`src/rtl/bit_serializer_pkg.sv`:
```
// Shared definitions for the bit serializer: FSM state encoding and the
// gap counter width.
package bit_serializer_pkg;

  // Gap counter width; GAP parameter range is 0..15.
  localparam int GAP_W = 4;

  // FSM state encoding, kept as plain constants for legacy tools.
  typedef logic [1:0] state_t;
  localparam state_t ST_IDLE   = 2'd0;
  localparam state_t ST_SHIFT  = 2'd1;
  localparam state_t ST_PARITY = 2'd2;
  localparam state_t ST_GAP    = 2'd3;

endpackage

```
`src/rtl/bit_serializer_if.sv`:
```
// Parallel-in / serial-out bus for the bit serializer.
// master: word producer plus serial consumer (testbench / upstream logic).
// slave : the serializer itself.
interface bit_serializer_if #(
  parameter int WIDTH = 8
);
  logic [WIDTH-1:0] din;
  logic             din_valid;
  logic             din_ready;
  logic             a;
  logic             a_valid;
  logic             frame_start;
  logic             busy;

  modport master (
    output din, din_valid,
    input  din_ready, a, a_valid, frame_start, busy
  );

  modport slave (
    input  din, din_valid,
    output din_ready, a, a_valid, frame_start, busy
  );
endinterface

```
`src/rtl/bit_serializer.sv`:
```
// Bit serializer: accepts parallel words into a one-deep holding register
// and shifts them out MSB first on a registered serial output, with an
// optional forced idle gap between frames.
// Optional feature: define SER_PARITY_EN to append an even-parity bit
// after the LSB of every frame.
module bit_serializer
  import bit_serializer_pkg::*;
#(
  parameter int WIDTH = 8,
  parameter int GAP   = 0
) (
  input  logic             clk,
  input  logic             reset,
  bit_serializer_if.slave  bus
);

  localparam int                CNT_W    = $clog2(WIDTH + 1);
  localparam logic [CNT_W-1:0]  LAST_CNT = CNT_W'(WIDTH);
  localparam logic [GAP_W-1:0]  GAP_LEN  = GAP_W'(GAP);

  // Registered state
  state_t             state_q,     state_d;
  logic [WIDTH-1:0]   hold_q,      hold_d;
  logic               hold_full_q, hold_full_d;
  logic               ready_q,     ready_d;
  logic [WIDTH-1:0]   shreg_q,     shreg_d;
  logic [CNT_W-1:0]   cnt_q,       cnt_d;
  logic [GAP_W-1:0]   gap_q,       gap_d;
  logic               a_q,         a_d;
  logic               a_valid_q,   a_valid_d;
  logic               fs_q,        fs_d;
`ifdef SER_PARITY_EN
  logic               par_q,       par_d;
`endif

  logic               accept;
  logic               load;
  logic               frame_done;

  // din_ready is a flop output, so acceptance never depends combinationally
  // on din_valid feeding back into din_ready.
  assign accept = bus.din_valid & ready_q;

  // Next-state logic: FSM, shifter, counters, holding register.
  always_comb begin
    // NOTE: every variable gets a default first so no path leaves one
    // unassigned, which would infer a latch.
    state_d    = state_q;
    shreg_d    = shreg_q;
    cnt_d      = cnt_q;
    gap_d      = gap_q;
    a_d        = 1'b0;
    a_valid_d  = 1'b0;
    fs_d       = 1'b0;
    load       = 1'b0;
    frame_done = 1'b0;
`ifdef SER_PARITY_EN
    par_d      = par_q;
`endif

    case (state_q)
      ST_IDLE: begin
        if (hold_full_q) load = 1'b1;
      end
      ST_SHIFT: begin
        if (cnt_q != LAST_CNT) begin
          // Emit the next bit; the counter stops at WIDTH and never wraps.
          a_d       = shreg_q[WIDTH-1];
          a_valid_d = 1'b1;
          shreg_d   = shreg_q << 1;
          cnt_d     = cnt_q + CNT_W'(1);
        end else begin
`ifdef SER_PARITY_EN
          state_d   = ST_PARITY;
          a_d       = par_q;
          a_valid_d = 1'b1;
`else
          frame_done = 1'b1;
`endif
        end
      end
`ifdef SER_PARITY_EN
      ST_PARITY: begin
        frame_done = 1'b1;
      end
`endif
      ST_GAP: begin
        // gap_q counts idle cycles already shown; stops at GAP_LEN.
        if (gap_q != GAP_LEN) begin
          gap_d = gap_q + GAP_W'(1);
        end else if (hold_full_q) begin
          load = 1'b1;
        end else begin
          state_d = ST_IDLE;
        end
      end
      default: state_d = ST_IDLE;
    endcase

    // End of frame: forced gap, seamless reload, or back to idle.
    if (frame_done) begin
      if (GAP > 0) begin
        state_d = ST_GAP;
        gap_d   = GAP_W'(1);
      end else if (hold_full_q) begin
        load = 1'b1;
      end else begin
        state_d = ST_IDLE;
      end
    end

    // Start a frame from the holding register; MSB goes out on this edge.
    if (load) begin
      state_d   = ST_SHIFT;
      a_d       = hold_q[WIDTH-1];
      a_valid_d = 1'b1;
      fs_d      = 1'b1;
      shreg_d   = hold_q << 1;
      cnt_d     = CNT_W'(1);
`ifdef SER_PARITY_EN
      par_d     = ^hold_q;
`endif
    end

    // Holding register may refill on the same edge it is unloaded.
    hold_full_d = accept | (hold_full_q & ~load);
    hold_d      = accept ? bus.din : hold_q;
    ready_d     = ~hold_full_d;
  end

  // State registers with synchronous active-high reset.
  always_ff @(posedge clk) begin
    // NOTE: sequential state uses non-blocking assignments so every flop
    // samples the pre-edge values regardless of statement order.
    if (reset) begin
      // NOTE: the holding register and shifter are data storage, but they
      // are cleared here so a reset discards any partial or pending frame.
      state_q     <= ST_IDLE;
      hold_q      <= '0;
      hold_full_q <= 1'b0;
      ready_q     <= 1'b0;
      shreg_q     <= '0;
      cnt_q       <= '0;
      gap_q       <= '0;
      a_q         <= 1'b0;
      a_valid_q   <= 1'b0;
      fs_q        <= 1'b0;
`ifdef SER_PARITY_EN
      par_q       <= 1'b0;
`endif
    end else begin
      state_q     <= state_d;
      hold_q      <= hold_d;
      hold_full_q <= hold_full_d;
      ready_q     <= ready_d;
      shreg_q     <= shreg_d;
      cnt_q       <= cnt_d;
      gap_q       <= gap_d;
      a_q         <= a_d;
      a_valid_q   <= a_valid_d;
      fs_q        <= fs_d;
`ifdef SER_PARITY_EN
      par_q       <= par_d;
`endif
    end
  end

  assign bus.din_ready   = ready_q;
  assign bus.a           = a_q;
  assign bus.a_valid     = a_valid_q;
  assign bus.frame_start = fs_q;
  assign bus.busy        = (state_q != ST_IDLE) | hold_full_q;

endmodule

```
`src/flat_wrapper.sv`:
```
// flat-port wrapper written by rule: the top's interface ports become plain ports
module bit_serializer_flat import bit_serializer_pkg::*;
#(
  parameter int WIDTH = 8,
  parameter int GAP   = 0
)
  (clk, reset, bus_din, bus_din_valid, bus_din_ready, bus_a, bus_a_valid, bus_frame_start, bus_busy);
  bit_serializer_if #(.WIDTH(WIDTH)) bus_i ();
  input  logic clk;
  input  logic reset;
  input wire logic [$bits(bus_i.din)-1:0] bus_din;
  input wire logic [$bits(bus_i.din_valid)-1:0] bus_din_valid;
  output wire logic [$bits(bus_i.din_ready)-1:0] bus_din_ready;
  output wire logic [$bits(bus_i.a)-1:0] bus_a;
  output wire logic [$bits(bus_i.a_valid)-1:0] bus_a_valid;
  output wire logic [$bits(bus_i.frame_start)-1:0] bus_frame_start;
  output wire logic [$bits(bus_i.busy)-1:0] bus_busy;
  assign bus_i.din = bus_din;
  assign bus_i.din_valid = bus_din_valid;
  assign bus_din_ready = bus_i.din_ready;
  assign bus_a = bus_i.a;
  assign bus_a_valid = bus_i.a_valid;
  assign bus_frame_start = bus_i.frame_start;
  assign bus_busy = bus_i.busy;
  bit_serializer #(.WIDTH(WIDTH), .GAP(GAP)) u_core (.clk(clk), .reset(reset), .bus(bus_i));
endmodule
```
`config.mk`:
```
export PLATFORM = sky130hd
export DESIGN_NAME = bit_serializer_flat
export DESIGN_NICKNAME = d
export VERILOG_FILES = /design/src/rtl/bit_serializer_pkg.sv /design/src/rtl/bit_serializer_if.sv /design/src/rtl/bit_serializer.sv /design/src/flat_wrapper.sv
export SDC_FILE = /design/constraint.sdc
export NUM_CORES = 1
export LEC_CHECK = 0
export ABC_AREA = 1
export BUFFER_PORTS_ARGS = -buffer_cell sky130_fd_sc_hd__buf_2
export CAP_MARGIN = 20
export CORE_MARGIN = 1.5
export CORE_UTILIZATION = 50
export CTS_CLUSTER_SIZE = 8
export DETAILED_ROUTE_END_ITERATION = 10
export PLACE_DENSITY = 0.73
export SLEW_MARGIN = 20
export SYNTH_ARGS = -nofsm -noshare
export SYNTH_HDL_FRONTEND = slang
export SYNTH_SLANG_ARGS = --single-unit
```
`constraint.sdc`:
```
create_clock -name clk -period 2.2 [get_ports clk]
set_clock_uncertainty 0.2 [all_clocks]
set_input_delay 0.44 -clock clk [delete_from_list [all_inputs] [get_ports clk]]
set_output_delay 0.44 -clock clk [all_outputs]
set_load 0.02 [all_outputs]
```
==> flow_metrics.py, run 1 <==
metrics = {
    "placement": {
        "place_congestion": 0.832,
        "place_hpwl_um": 1770,
        "place_worst_setup_slack_ps": 390,
        "buffer_ports.inserted": 15,
    },
    "min_path": {
        "timing.hold.worst_endpoint": "u_core.hold_q[1]",
        "hold_path_class": "in -> reg",
        "cell_depth_of_the_worst_hold_path": 3,
        "worst_hold_startpoint": "bus_din[1]",
    },
    "status": {
        "outcome": "complete, no violations",
    },
    "worst_setup_path": {
        "cp_max_fo": 4,
        "number_of_gates_on_the_worst_path_with_buffers_counted": 4,
        "timing.reg2reg.setup_slack_ps": 350,
        "worstPathBufferInverterCount": 2,
        "worst_path_largest_cell_delay_ps": 400,
        "crit-reg2reg-capture": "u_core.shreg_q[4]",
        "required_ps": 1560,
        "cpLargestDelayFamily": "flip-flops",
        "critPathKind": "reg -> out",
        "timing.critical_path.arrival_ps": 1270,
        "worst_r2r_startpoint": "u_core.state_q[0]",
        "ordered_cell_list_for_the_critical_path": "inv_1 > ha_1 > nand2_1 > buf_2",
        "crit_path_start_kind": "register",
        "cp-end-kind": "output port",
        "worstRegToRegCells": 9,
        "slowest_stage": "sky130_fd_sc_hd__dfxtp_1",
    },
    "synthesis": {
        "synth_net_count": 194,
        "post_synth_edffs": 0,
        "synth.most_common_cell": "sky130_fd_sc_hd__nand2_1",
        "multiplexer_share_of_the_synthesized_area": 0,
        "synth_xor_area_frac": 0.0192,
        "synthTopCellsByCount": "sky130_fd_sc_hd__nand2_1 (39), sky130_fd_sc_hd__dfxtp_1 (30), sky130_fd_sc_hd__inv_1 (19)",
        "synth_top_family_by_area": "simple AND/OR/NAND/NOR gates",
        "synthesis.area_mm2": 0.00137,
        "postSynth.asyncResetShare": 0,
        "synth_warnings": 0,
        "synth-seq-area-share": 0.439,
        "synth_largest_area_cell": "sky130_fd_sc_hd__dfxtp_1",
        "synth.top_cells.by_area": "sky130_fd_sc_hd__dfxtp_1 (44%), sky130_fd_sc_hd__nand2_1 (11%), sky130_fd_sc_hd__ha_1 (7.3%)",
        "yosys_register_bits": 30,
        "synthCells": 175,
        "ys_types": 25,
        "synth_top_cell_area_share": 0.439,
        "synth_compound_area_frac": 0.114,
        "post_synthesis_simple_gate_area_fraction": 0.282,
        "synthAdderAreaFrac": 0.0732,
        "synth_flop_cell": "sky130_fd_sc_hd__dfxtp_1",
        "syn_avg_cell_area_um2": 7.81,
    },
    "grt": {
        "maximum_number_of_pins_on_one_net_before_global_route_repair": 17,
        "grt_first_pass_wirelength_um": 4200,
        "grt_antenna_before_repair": 0,
        "global_route.usage.total": 0.176,
        "number_of_global_route_vias_before_repair": 1002,
        "remaining_overflow_grt": 0,
    },
    "clocking": {
        "clkTransAtPathRegs_ps": 90,
        "postCtsResizedCells": 0,
        "cts_buffers": 5,
        "ctsRootBufferMaster": "sky130_fd_sc_hd__clkbuf_4",
        "insertion_delay_ps": 330,
        "cts_htree_levels": 2,
        "clock_sinks": 30,
        "cts.path.max_buffers": 2,
        "tritoncts": "done",
        "count_of_buffers_added_by_post_cts_timing_repair_for_setup": 0,
        "holdBufCountCts": 0,
    },
    "final_layout": {
        "seqCellArea_um2": 601,
        "post_route_cells_drive_above_1_share": 0.169,
        "final_nets": 214,
        "fill_cell_count": 238,
        "area_overhead_of_the_layout_relative_to_synthesis_pct": 10.6,
        "n_antenna_cell": 0,
        "multi_input_area_um2": 668,
    },
    "power": {
        "power_density_mw_per_mm2": 672,
        "p_total_uw": 1020,
        "total_leakage_power_uw": 0.000700,
        "max-vdd-ir-drop_v": 0.000480,
    },
    "sta": {
        "post-route-period-util": 0.869,
        "worst_slack_ps": 288,
        "final_setup_violation_count": 0,
        "tns_ps": 0,
        "hold_viol": 0,
        "rsz0062_at_grt": "no",
        "max_freq_mhz": 523,
        "slew_viol_final": 0,
        "tightestPinTransition_ps": 423,
        "period_needed_ps": 1910,
        "worst_slew_margin_rel": 0.718,
    },
    "detailed_routing": {
        "via_count": 1150,
        "detailedRoute.firstIterationViolations": 11,
        "drt_pass1_iterations": 4,
        "route.antenna.remaining_nets": 0,
        "remaining_drc_errors": 0,
        "post_drt_via_cell_ratio": 5.11,
        "routed_wirelength_um": 2430,
        "routed_wire_length_per_instance_um": 10.8,
    },
    "floorplanning": {
        "core.rowCount": 18,
        "core-area_mm2": 0.00252,
        "floorplan.initialDensity": 0.542,
        "x_dimension_of_the_die_um": 55.3,
        "die_area_mm2": 0.00306,
        "floorplan.die.height_um": 55.3,
        "floorplan.io_pins": 16,
    },
    "run": {
        "max_cap_violations": 0,
    },
}
## through the flow
step	area (um2)	utilization	cells	hold slack, ps
after floorplan	1370	-	175	217
after global placement	1470	0.582	218	231
after detailed placement	1470	0.582	218	234
after CTS	1510	0.600	225	155
after global routing	1510	0.600	225	152
final	1510	0.600	225	164
## layout by cell type (no fill, tap or decap)
master / n
sky130_fd_sc_hd__nand2_1: 39
sky130_fd_sc_hd__buf_4: 1
sky130_fd_sc_hd__nand2_4: 1
sky130_fd_sc_hd__o21ai_0: 13
sky130_fd_sc_hd__a21oi_4: 1
sky130_fd_sc_hd__buf_2: 15
sky130_fd_sc_hd__nand3b_1: 5
sky130_fd_sc_hd__inv_1: 19
sky130_fd_sc_hd__nand3_1: 14
sky130_fd_sc_hd__nand4_1: 1
sky130_fd_sc_hd__a21oi_1: 12
sky130_fd_sc_hd__nand2_2: 2
sky130_fd_sc_hd__xor2_1: 3
sky130_fd_sc_hd__nor2_2: 3
sky130_fd_sc_hd__nor2_1: 11
sky130_fd_sc_hd__or2_2: 1
sky130_fd_sc_hd__a31oi_1: 1
sky130_fd_sc_hd__clkbuf_4: 5
sky130_fd_sc_hd__ha_1: 8
sky130_fd_sc_hd__o21ai_2: 1
sky130_fd_sc_hd__nor3_1: 2
sky130_fd_sc_hd__inv_2: 2
sky130_fd_sc_hd__dfxtp_1: 30
sky130_fd_sc_hd__nand3_2: 1
sky130_fd_sc_hd__nor3b_1: 2
sky130_fd_sc_hd__clkbuf_1: 2
## sequential cells by signal (all words and copies together) (netlist names)
name,count
u_core.bus.a,1
u_core.bus.a_valid,1
u_core.bus.din_ready,1
u_core.bus.frame_start,1
u_core.cnt_q,4
u_core.gap_q,4
u_core.hold_full_q,1
u_core.hold_q,8
u_core.shreg_q,7
u_core.state_q,2
## cell families (layout without fill, tap and decap cells)
logic type               Yosys count  in the layout
buffers and inverters             24             44
flip-flops                        30             30
adder cells (fa/ha/maj)            8              8
AND/OR/NAND/NOR                   82             82
XOR/XNOR                           3              3
AO/OA/AOI/OAI                     28             28
## worst max path at each step
stage / from / end
final: u_core.state_q[0] / bus_busy
after global placement: u_core.state_q[0] / u_core.shreg_q[2]
after detailed placement: u_core.state_q[0] / u_core.shreg_q[6]
after floorplan: u_core.state_q[0] / u_core.shreg_q[3]
after global routing: u_core.state_q[1] / u_core.shreg_q[5]
after CTS: u_core.state_q[0] / bus_busy
## final cells by class
type	count	area share
multi-input combinational	121	0.442
sequential	30	0.397
timing repair buffer	16	0.0546
inverter	21	0.0521
clock buffer	7	0.0298
tap	30	0.0248
## power by group
group / leakage (uW) / internal (uW) / switching [uW] / total, uW
clock network: 0.0000254 / 120 / 173 / 293
logic: 0.000431 / 48.9 / 89.8 / 139
registers: 0.000244 / 569 / 15.5 / 585
## layer usage
| layer | routed length, um | global-route usage | vias to the layer above |
|---|---|---|---|
| li1 | - | - | 602 |
| met1 | 1160 | 0.218 | 512 |
| met2 | 1080 | 0.253 | 29 |
| met3 | 121 | 0.0726 | 7 |
| met4 | 65 | 0.108 | 0 |
| met5 | 0 | 0 | - |
## worst register-to-register path: cells and delay by family, from the launching register on
| kind | cells | cell delay [ps] |
|---|---|---|
| fa+ha+maj | 1 | 230 |
| buf+inv | 2 | 150 |
| flops | 1 | 400 |
| simple gates | 6 | 820 |
Note: power is estimated with default switching activity, not from simulation.
==> run 2: changes to the inputs <==
--- a/config.mk
+++ b/config.mk
@@ -13,6 +13,7 @@
 export CTS_CLUSTER_SIZE = 8
 export DETAILED_ROUTE_END_ITERATION = 10
 export PLACE_DENSITY = 0.73
+export SETUP_SLACK_MARGIN = 0.3
 export SLEW_MARGIN = 20
 export SYNTH_ARGS = -nofsm -noshare
 export SYNTH_HDL_FRONTEND = slang
==> flow_metrics.py, run 2 (same netlist as run 1, synthesis figures left out) <==
metrics = {
    "final_layout": {
        "mostFrequentLayoutCells": "sky130_fd_sc_hd__nand2_1 (39), sky130_fd_sc_hd__dfxtp_1 (28), sky130_fd_sc_hd__inv_1 (19)",
        "post_route_cells_drive_above_1_share": 0.194,
        "biggestRegsByFlops": "u_core.hold_q: 8 flops, u_core.shreg_q: 7 flops",
        "seqCellArea_um2": 603,
        "n_antenna_cell": 0,
        "final_nets": 215,
        "instances_no_fill": 226,
        "fill_cell_count": 232,
        "layout.cells.most_common": "sky130_fd_sc_hd__nand2_1",
        "fin_area_mm2": 0.00155,
        "largest_reg_flops": 8,
        "regMostFlops": "u_core.hold_q",
        "area_overhead_of_the_layout_relative_to_synthesis_pct": 13.0,
        "multi_input_area_um2": 688,
    },
    "sta": {
        "final_setup_violation_count": 0,
        "slew_viol_final": 0,
        "hold_viol": 0,
        "worst_slew_margin_rel": 0.718,
        "tightestPinTransition_ps": 422,
        "rsz0062_at_grt": "no",
        "max_freq_mhz": 555,
        "tns_ps": 0,
        "period_needed_ps": 1800,
        "post-route-period-util": 0.819,
    },
    "detailed_routing": {
        "m1WireLength_um": 1180,
        "met2_wirelength_um": 1100,
        "wl_met3_um": 109,
        "remaining_drc_errors": 0,
        "detailedRoute.firstIterationViolations": 16,
        "via_count": 1149,
        "routed_wirelength_um": 2460,
        "dr.max_layer_used": "met4",
        "post_drt_via_cell_ratio": 5.08,
        "drt_pass1_iterations": 4,
        "routed_wire_length_per_instance_um": 10.9,
        "route.antenna.remaining_nets": 0,
    },
    "placement": {
        "place_congestion": 0.832,
        "place_hpwl_um": 1770,
        "buffer_ports.inserted": 15,
        "dpl-instance-area_mm2": 0.00147,
        "place.detailed.instances": 218,
    },
    "worst_setup_path": {
        "critPathKind": "reg -> out",
        "cp_max_fo": 4,
        "timing.reg2reg.setup_slack_ps": 480,
        "crit_path_start_kind": "register",
        "cp-end-kind": "output port",
        "timing.critical_path.arrival_ps": 1160,
        "required_ps": 1560,
    },
    "clocking": {
        "cts_buffers": 5,
        "cts.path.max_buffers": 2,
        "cts_htree_levels": 2,
        "ctsRootBufferMaster": "sky130_fd_sc_hd__clkbuf_4",
        "insertion_delay_ps": 330,
        "holdBufCountCts": 0,
        "clkTransAtPathRegs_ps": 90,
        "clock_sinks": 30,
        "tritoncts": "done",
    },
    "floorplanning": {
        "x_dimension_of_the_die_um": 55.3,
        "die_area_mm2": 0.00306,
        "core-area_mm2": 0.00252,
        "core.rowCount": 18,
        "floorplan.initialDensity": 0.542,
        "floorplan.io_pins": 16,
        "floorplan.die.height_um": 55.3,
    },
    "grt": {
        "remaining_overflow_grt": 0,
        "grt_antenna_before_repair": 0,
        "global_route.usage.total": 0.176,
        "maximum_number_of_pins_on_one_net_before_global_route_repair": 17,
        "grt_first_pass_wirelength_um": 4200,
        "number_of_global_route_vias_before_repair": 1002,
    },
    "power": {
        "total_leakage_power_uw": 0.000722,
        "max-vdd-ir-drop_v": 0.000483,
        "power_density_mw_per_mm2": 664,
    },
    "status": {
        "outcome": "complete, no violations",
    },
    "run": {
        "max_cap_violations": 0,
    },
    "min_path": {
        "hold_path_class": "in -> reg",
    },
}
run 2: cell count changes in the layout (fill, tap and decap cells not counted):
cell,delta
sky130_fd_sc_hd__buf_2,-1
sky130_fd_sc_hd__buf_4,+2
sky130_fd_sc_hd__dfxtp_1,-2
sky130_fd_sc_hd__dfxtp_2,+2
sky130_fd_sc_hd__ha_1,-2
sky130_fd_sc_hd__ha_2,+2
sky130_fd_sc_hd__nand2_2,-2
sky130_fd_sc_hd__nand2_4,+2
sky130_fd_sc_hd__nor2_2,-1
sky130_fd_sc_hd__nor2_4,+1
run 2: layout make-up:
cell class	instances	area share
inverter	21	0.0510
clock buffer	7	0.0291
tap	30	0.0243
timing repair buffer	17	0.0599
sequential	30	0.390
multi-input combinational	121	0.445
run 2: what timing repair did:
item | 4_1_cts | 5_1_grt
setup endpoints to repair | 1 | 11
setup buffers | 0 | 1
gates resized for setup | 1 | 7
run 2: layer usage:
layer  vias to the layer above  track usage
met3                         7       0.0726
li1                        605            -
met5                         -            0
met4                         0        0.108
met1                       514        0.218
met2                        23        0.253
run 2: worst paths after layout:
kind | cells after the start | start | to
setup / recovery | 4 | u_core.state_q[0] | bus_busy
hold / removal | 3 | bus_din[1] | u_core.hold_q[1]
setup reg to reg | 9 | u_core.state_q[0] | u_core.shreg_q[6]
hold reg to reg | 2 | u_core.shreg_q[1] | u_core.shreg_q[1]
run 2: stage by stage:
step | util | hold slack [ps] | worst slack, ps | total power (uW)
2_1_floorplan | - | 217 | 601 | 699
3_3_place_gp | 0.582 | 231 | 435 | 732
3_5_place_dp | 0.582 | 234 | 390 | 736
4_1_cts | 0.600 | 155 | 316 | 1020
5_1_grt | 0.613 | 152 | 290 | 1090
6_report | 0.613 | 163 | 399 | 1030
run 2: worst max-delay path: stages, from the launching register on:
cell                      delay (ps)
sky130_fd_sc_hd__dfxtp_2         350
sky130_fd_sc_hd__inv_1            90
sky130_fd_sc_hd__ha_2            200
sky130_fd_sc_hd__nand2_1          50
sky130_fd_sc_hd__buf_4           150
run 2: report_power, final:
| group | total [uW] | leakage [uW] | switching (uW) | internal [uW] |
|---|---|---|---|---|
| logic | 148 | 0.000451 | 93.5 | 54.8 |
| clock network | 293 | 0.0000254 | 173 | 120 |
| registers | 585 | 0.000245 | 16.0 | 569 |
| total | 1030 | 0.000722 | 282 | 744 |
==> run 3: changes to the inputs <==
==> constraint.sdc (replaced) <==
create_clock -name clk -period 1.8 [get_ports clk]
set_clock_uncertainty 0.2 [all_clocks]
set_input_delay 0.36 -clock clk [delete_from_list [all_inputs] [get_ports clk]]
set_output_delay 0.36 -clock clk [all_outputs]
set_load 0.02 [all_outputs]
==> flow_metrics.py, run 3 (same netlist as run 1, synthesis figures left out) <==
metrics = {
    "status": {
        "outcome": "complete, no violations",
    },
    "sta": {
        "post-route-period-util": 0.936,
        "worst_slew_margin_rel": 0.735,
        "tns_ps": 0,
        "max_freq_mhz": 594,
        "hold_viol": 0,
        "period_needed_ps": 1680,
        "rsz0062_at_grt": "yes",
        "slew_viol_final": 0,
        "tightestPinTransition_ps": 396,
        "final_setup_violation_count": 0,
    },
    "detailed_routing": {
        "via_count": 1312,
        "detailedRoute.firstIterationViolations": 59,
        "routed_wire_length_per_instance_um": 14.2,
        "remaining_drc_errors": 0,
        "drt_pass1_iterations": 4,
        "routed_wirelength_um": 3590,
        "route.antenna.remaining_nets": 0,
        "post_drt_via_cell_ratio": 5.19,
    },
    "worst_setup_path": {
        "cp-end-kind": "output port",
        "timing.critical_path.arrival_ps": 1120,
        "ordered_cell_list_for_the_critical_path": "inv_2 > ha_4 > nand2_2 > buf_6",
        "timing.reg2reg.setup_slack_ps": 120,
        "cp_max_fo": 3,
        "critPathKind": "reg -> out",
        "worst_r2r_startpoint": "u_core.state_q[0]",
        "worstPathBufferInverterCount": 2,
        "slowest_stage": "sky130_fd_sc_hd__dfxtp_2",
        "crit-reg2reg-capture": "u_core.shreg_q[7]",
        "crit_path_start_kind": "register",
        "worstRegToRegCells": 7,
        "required_ps": 1240,
        "cpLargestDelayFamily": "flip-flops",
        "worst_path_largest_cell_delay_ps": 380,
    },
    "final_layout": {
        "mostFrequentLayoutCells": "sky130_fd_sc_hd__nand2_1 (33), sky130_fd_sc_hd__dfxtp_1 (24), sky130_fd_sc_hd__buf_4 (20)",
        "post_route_cells_drive_above_1_share": 0.457,
        "biggestRegsByFlops": "u_core.hold_q: 8 flops, u_core.shreg_q: 7 flops",
        "largest_reg_flops": 8,
        "fill_cell_count": 165,
        "regMostFlops": "u_core.hold_q",
        "multi_input_area_um2": 951,
        "area_overhead_of_the_layout_relative_to_synthesis_pct": 49.9,
        "n_antenna_cell": 0,
        "fin_area_mm2": 0.00205,
        "final_nets": 241,
        "seqCellArea_um2": 611,
        "layout.cells.most_common": "sky130_fd_sc_hd__nand2_1",
    },
    "clocking": {
        "clkTransAtPathRegs_ps": 100,
        "tritoncts": "done",
        "cts_htree_levels": 2,
        "cts_buffers": 5,
        "holdBufCountCts": 0,
        "cts.path.max_buffers": 2,
        "clock_sinks": 30,
        "ctsRootBufferMaster": "sky130_fd_sc_hd__clkbuf_4",
        "insertion_delay_ps": 320,
    },
    "floorplanning": {
        "core.rowCount": 18,
        "die_area_mm2": 0.00306,
        "x_dimension_of_the_die_um": 55.3,
        "floorplan.die.height_um": 55.3,
        "floorplan.initialDensity": 0.542,
        "core-area_mm2": 0.00252,
        "floorplan.io_pins": 16,
    },
    "grt": {
        "number_of_global_route_vias_before_repair": 1199,
        "maximum_number_of_pins_on_one_net_before_global_route_repair": 17,
        "grt_antenna_before_repair": 0,
        "gr_met3_demand_resource": 0.0515,
        "gr-usage-met2": 0.352,
        "grt_first_pass_wirelength_um": 5310,
        "remaining_overflow_grt": 0,
        "global_route.usage.total": 0.220,
        "global_route.usage.met1": 0.270,
        "global_route.peak_usage_layer": "met2",
    },
    "placement": {
        "buffer_ports.inserted": 15,
        "place_congestion": 0.773,
        "place_hpwl_um": 1860,
        "dpl-instance-area_mm2": 0.00153,
    },
    "min_path": {
        "hold_path_class": "in -> reg",
        "worst_hold_startpoint": "bus_din[7]",
        "cell_depth_of_the_worst_hold_path": 3,
        "timing.hold.worst_endpoint": "u_core.hold_q[7]",
    },
    "run": {
        "max_cap_violations": 0,
    },
    "power": {
        "power_density_mw_per_mm2": 724,
        "max-vdd-ir-drop_v": 0.000734,
        "total_leakage_power_uw": 0.000906,
    },
}
-- run 3: cell types whose count changed in the layout (fill, tap and decap cells not counted), moves of 5 or more --
cell and delta:
sky130_fd_sc_hd__inv_1 -7, sky130_fd_sc_hd__buf_4 +17, sky130_fd_sc_hd__buf_6 +5, sky130_fd_sc_hd__nand2_1 -6, sky130_fd_sc_hd__nand3_1 -5
-- run 3: worst max-delay path by stage --
stage / endpoint / startpoint / slack (ps) / depth (start not counted)
2_1_floorplan: u_core.shreg_q[2] / u_core.state_q[0] / 300 / 10
3_3_place_gp: u_core.shreg_q[6] / u_core.state_q[0] / 140 / 8
3_5_place_dp: u_core.shreg_q[1] / u_core.state_q[0] / 90 / 8
4_1_cts: bus_busy / u_core.state_q[1] / 160 / 4
5_1_grt: bus_busy / u_core.state_q[1] / 80 / 4
6_report: bus_busy / u_core.state_q[1] / 120 / 4
-- run 3: per-layer routing --
| metal | vias to the layer above | wire length [um] |
|---|---|---|
| met5 | - | 0 |
| met4 | 0 | 124 |
| met3 | 12 | 190 |
| met2 | 40 | 1800 |
| met1 | 598 | 1470 |
| li1 | 662 | - |
-- run 3: cell type report --
| class | count | area share |
|---|---|---|
| tap | 30 | 0.0183 |
| clock inverter | 2 | 0.00549 |
| multi-input combinational | 124 | 0.464 |
| clock buffer | 6 | 0.0250 |
| timing repair buffer | 40 | 0.145 |
| inverter | 21 | 0.0446 |
| sequential | 30 | 0.298 |
-- run 3: report_power, final --
| group | total [uW] | internal, uW | switching [uW] | leakage [uW] |
|---|---|---|---|---|
| Combinational | 342 | 155 | 187 | 0.000620 |
| Sequential | 715 | 697 | 18.2 | 0.000247 |
| Clock | 427 | 189 | 238 | 0.0000386 |
-- run 3: tightest hold or removal path, cell delays in order --
cell	delay, ps
sky130_fd_sc_hd__buf_2	70
sky130_fd_sc_hd__o21ai_0	70
sky130_fd_sc_hd__nor2_1	80
-- run 3: what timing repair did --
item / 4_1_cts / 5_1_grt
pin swaps: 15 / 14
gates resized for setup: 34 / 28
endpoints found under the setup margin: 19 / 20
gates cloned: 3 / 0
buffers inserted: 15 / 8
-- run 3: stage by stage --
step	utilization	setup slack [ps]	hold WS (ps)	total power (uW)	instances
3_3_place_gp	0.606	138	228	908	219
6_report	0.813	115	82.1	1480	253
4_1_cts	0.744	164	68.9	1430	245
3_5_place_dp	0.606	93.0	239	914	219
5_1_grt	0.813	75.5	72.4	1550	253
2_1_floorplan	-	304	217	864	175
